[src/rtl/imem_loader.sv]
// imem_loader: streams a byte program into instruction memory as
// big-endian 32-bit words and holds the CPU in reset until the load is done.
module imem_loader #(
    parameter int ADDR_WIDTH = 8
) (
    input  logic                  clk,
    input  logic                  reset,
    input  logic                  start,
    input  logic [ADDR_WIDTH:0]   num_words,
    input  logic                  byte_valid,
    input  logic [7:0]            byte_data,
    output logic                  byte_ready,
    output logic                  mem_we,
    output logic [ADDR_WIDTH-1:0] mem_addr,
    output logic [31:0]           mem_wdata,
    output logic                  busy,
    output logic                  done,
    output logic                  cpu_reset_n
);

    localparam int DEPTH = 1 << ADDR_WIDTH;
    localparam logic [ADDR_WIDTH:0] DEPTH_W = (ADDR_WIDTH + 1)'(DEPTH);

    typedef enum logic [1:0] {
        IDLE  = 2'd0,
        RECV  = 2'd1,
        WRITE = 2'd2,
        DONE  = 2'd3
    } state_t;

    state_t state, next_state;

    logic [1:0]          byte_cnt;
    logic [ADDR_WIDTH:0] word_cnt;
    logic [ADDR_WIDTH:0] target;
    logic [23:0]         shift;

    logic take;
    logic go;
    logic last_byte;
    logic last_word;

    assign take      = byte_valid && byte_ready;
    assign go        = start && (state == IDLE || state == DONE);
    assign last_byte = take && (byte_cnt == 2'd3);
    assign last_word = (word_cnt + 1'b1) == target;

    always_ff @(posedge clk or negedge reset) begin
        if (!reset) state <= IDLE;
        else        state <= next_state;
    end

    always_comb begin
        next_state = state;
        unique case (state)
            IDLE, DONE: begin
                if (start) next_state = (num_words == '0) ? DONE : RECV;
            end
            RECV: begin
                if (last_byte) next_state = WRITE;
            end
            WRITE: begin
                next_state = last_word ? DONE : RECV;
            end
            default: next_state = IDLE;
        endcase
    end

    always_comb begin
        byte_ready = (state == RECV);
    end

    // Status outputs are registered copies of the state being entered,
    // so they line up exactly with the state they describe.
    always_ff @(posedge clk or negedge reset) begin
        if (!reset) begin
            mem_we      <= 1'b0;
            mem_addr    <= '0;
            mem_wdata   <= '0;
            busy        <= 1'b0;
            done        <= 1'b0;
            cpu_reset_n <= 1'b0;
            byte_cnt    <= '0;
            word_cnt    <= '0;
            target      <= '0;
            shift       <= '0;
        end else begin
            mem_we      <= (next_state == WRITE);
            busy        <= (next_state == RECV) || (next_state == WRITE);
            done        <= (next_state == DONE);
            cpu_reset_n <= (next_state == DONE);

            if (go && num_words != '0) begin
                target   <= (num_words > DEPTH_W) ? DEPTH_W : num_words;
                word_cnt <= '0;
                byte_cnt <= '0;
                mem_addr <= '0;
            end

            if (take) begin
                byte_cnt <= byte_cnt + 2'd1;
                shift    <= {shift[15:0], byte_data};
                if (byte_cnt == 2'd3) mem_wdata <= {shift, byte_data};
            end

            // Final word keeps its address; no wrap past DEPTH-1.
            if (state == WRITE) begin
                word_cnt <= word_cnt + 1'b1;
                if (!last_word) mem_addr <= mem_addr + 1'b1;
            end
        end
    end

endmodule
[config.mk]
export PLATFORM = sky130hd
export DESIGN_NAME = imem_loader
export DESIGN_NICKNAME = d
export VERILOG_FILES = /design/src/rtl/imem_loader.sv
export SDC_FILE = /design/constraint.sdc
export NUM_CORES = 1
export LEC_CHECK = 0
export CORE_MARGIN = 4
export CORE_UTILIZATION = 30
export DETAILED_ROUTE_END_ITERATION = 8
export SLEW_MARGIN = 40
export SYNTH_ARGS = -nofsm -noshare
export SYNTH_HDL_FRONTEND = slang
export SYNTH_SLANG_ARGS = --single-unit
[constraint.sdc]
create_clock -name clk -period 3.5 [get_ports clk]
set_clock_uncertainty 0.15 [all_clocks]
set_input_delay 1.05 -clock clk [delete_from_list [all_inputs] [get_ports clk]]
set_output_delay 1.05 -clock clk [all_outputs]
set_load 0.02 [all_outputs]
==> impl_metrics.env <==
export IMPL_synth_simple_gate_area_share_pct=10.84
export IMPL_maxCapViolCount=0
export IMPL_drive_above_1_share_pct=21.20
export IMPL_peakVddDrop_mv=0.4801
export IMPL_yosys_most_used_dff="dfrtp_1"
export IMPL_hold_class="reg -> reg"
export IMPL_portBuffers=65
export IMPL_routed_wl_um=8426
export IMPL_final_cell_mix="dfrtp_1 (89), clkdlybuf4s50_1 (64), mux2_2 (57)"
export IMPL_grt_antenna_before_repair=0
export IMPL_fin_util_pct=39.94
export IMPL_syn_area_per_cell_um2=12.11
export IMPL_drc=0
export IMPL_synth_top_area_share_pct=55.90
export IMPL_holdBufCountCts=0
export IMPL_slowest_stage="dfrtp_1"
export IMPL_rows=41
export IMPL_synth_edff_count=0
export IMPL_async_reset_ff_share_pct=100.0
export IMPL_wl_per_cell_um=14.71
export IMPL_syn_area_um2=3984
export IMPL_die_w_um=123.2
export IMPL_ant_nets=0
export IMPL_p_int_uw=2694
export IMPL_max_freq_mhz=328.2
export IMPL_netlist_top_cell_by_area="dfrtp_1"
export IMPL_drtIter0Drc=130
export IMPL_totalPowerFinal_uw=4113
export IMPL_ys_types=48
export IMPL_detail_route_first_pass_iterations=4
export IMPL_synth_top_family_by_area="multiplexers"
export IMPL_synth_seq_cells=89
export IMPL_ctsResizeCount=0
export IMPL_final_common_cell="dfrtp_1"
export IMPL_grt_usage_pct=12.02
export IMPL_core_area_um2=12820
export IMPL_syn_inst=329
export IMPL_clockBufferDepth=2
export IMPL_htree_levels=3
export IMPL_path_class="reg -> reg"
export IMPL_sw_frac_of_total_pct=34.50
export IMPL_rsz0062_at_grt="false"
export IMPL_seqPwrFrac_pct=40.1
export IMPL_cpMostUsedCell="ha_1"
export IMPL_whs_ps=349.0
export IMPL_status="completed"
export IMPL_io_pins=66
export IMPL_path_cells="ha_1 > xor3_1 > or3_1 > a21oi_1 > o2111a_1 > nand2_1 > a32oi_1 > ha_1"
export IMPL_grt_max_degree=55
export IMPL_path_delay_family="compound AO/OA/AOI/OAI gates"
export IMPL_slew_violations=0
export IMPL_slew_headroom_pct=61.02
export IMPL_leakage_uw=0.002230
export IMPL_vias_per_cell=4.763
export IMPL_crit_required_ps=3580
export IMPL_power_frac_clock_pct=22.6
export IMPL_ys_seq_area_share_pct=55.90
export IMPL_yosys_warnings=0
export IMPL_tns_ps=0
export IMPL_period_needed_ps=3047
export IMPL_grt_overflow=0
export IMPL_globalplace_congestion=0.8074
export IMPL_clk_pin_slew_ps=70
export IMPL_combPwrFrac_pct=37.3
export IMPL_grt_pass1_vias=2830
export IMPL_antenna_cells=0
export IMPL_cts_root_buf="clkbuf_16"
export IMPL_area_growth_syn_to_layout_pct=28.58
export IMPL_tightest_slew_ps=577.3
export IMPL_start_kind="flop"
export IMPL_synth_compound_area_share_pct=8.700
export IMPL_dp_final_hpwl_um=5918
export IMPL_power_net_switching_uw=1419
export IMPL_cp_end_kind="flop"
export IMPL_syn_num_nets=357
export IMPL_nets=424
export IMPL_fin_crit_sh_pct=87.05
export IMPL_setup_viol=0
export IMPL_numCtsBuffers=9
export IMPL_netlist_top_cells_area="dfrtp_1 (56%), mux2_2 (16%), o21ai_0 (3.0%)"
export IMPL_dr_total_vias=2729
export IMPL_muxShareOfSynthArea_pct=16.61
export IMPL_cts_setup_buffers=0
export IMPL_grt_pass1_wl_um=14180
export IMPL_fp_dieH_um=123.2
export IMPL_dieArea_um2=15190
export IMPL_crit_buf_inv=0
export IMPL_hold_viol=0
export IMPL_max_stage_delay_ps=460
export IMPL_synth_xor_area_share_pct=2.764
export IMPL_initial_core_util_pct=31.06
export IMPL_power_density_nw_per_um2=802.9
export IMPL_worstPathMaxFanout=9
export IMPL_crit_arrival_ps=3120
export IMPL_cts_tree="built"
export IMPL_cts_sinks=89
export IMPL_synth_adder_area_share_pct=2.198
export IMPL_clock_latency_ps=350
-- power by group through the flow --
stage                     combinational, uW  sequential [uW]  clock [uW]
after CTS                              1560             1660         972
after detailed placement               1550             1670           0
after global placement                 1510             1660           0
after global routing                   1690             1710        1010
final                                  1530             1650         929
after floorplan                         778             1800           0
-- routing by layer --
layer  vias up  GRT usage (%)  wire, um
li1       1321              -         -
met4         0          4.291       133
met5         -              0         0
met3         9          5.627       656
met1      1339          14.32      3654
met2        60          19.06      3981
-- synth_stat cells, types with 3 or more instances --
| cell | count |
|---|---|
| nor2_1 | 8 |
| nand2_1 | 26 |
| dfrtp_1 | 89 |
| and3_1 | 4 |
| xor2_1 | 3 |
| mux2_2 | 57 |
| nor2b_1 | 3 |
| xnor2_1 | 5 |
| o21ai_0 | 24 |
| inv_1 | 11 |
| nand4_1 | 5 |
| buf_4 | 4 |
| o221ai_1 | 4 |
| a31oi_1 | 3 |
| a21oi_1 | 5 |
| ha_1 | 7 |
| nand3_1 | 12 |
| o41ai_1 | 3 |
| nand2b_1 | 11 |
| clkbuf_1 | 10 |
-- sequential cells by signal, summed over array words and instances, names as in the netlist --
name,flops
target,9
byte_cnt,2
busy,1
word_cnt,9
mem_we,1
mem_wdata,32
state,2
mem_addr,8
cpu_reset_n,1
shift,24
-- kinds of logic after synthesis --
logic type	Yosys count
AO/OA/AOI/OAI	54
XOR/XNOR	10
adder cells (fa/ha/maj)	7
buffers and inverters	27
flip-flops	89
multiplexers	59
AND/OR/NAND/NOR	83
-- stage by stage --
step	setup WS [ps]	instance area, um2	std cells
floorplan	775.7	3984	329
global placement	558.2	4835	557
detailed placement	454.9	4835	557
CTS	431.1	5122	573
global route	260.6	5122	573
finish	453.4	5122	573
-- area by class of cell --
| cell class | instances | area [um2] |
|---|---|---|
| flip-flops and latches | 89 | 2227 |
| repair buffers | 72 | 713.2 |
| fillers | 1255 | 7702 |
| multi-input cells | 213 | 1638 |
| well taps | 172 | 215.2 |
| inverters | 11 | 41.29 |
| clock inverters | 5 | 45.04 |
| clock buffers | 11 | 242.7 |
-- final timing paths --
check / startpoint / endpoint / slack [ps] / cells past startpoint
max in group asynchronous: reset / mem_wdata[23] / 2020 / 2
min in group asynchronous: reset / mem_addr[0] / 520 / 1
max: word_cnt[0] / busy / 450 / 8
max reg2reg: word_cnt[0] / busy / 450 / 8
min: shift[18] / mem_wdata[26] / 350 / 1
min reg2reg: shift[18] / mem_wdata[26] / 350 / 1
No activity file was read; power rests on OpenSTA's default activity.
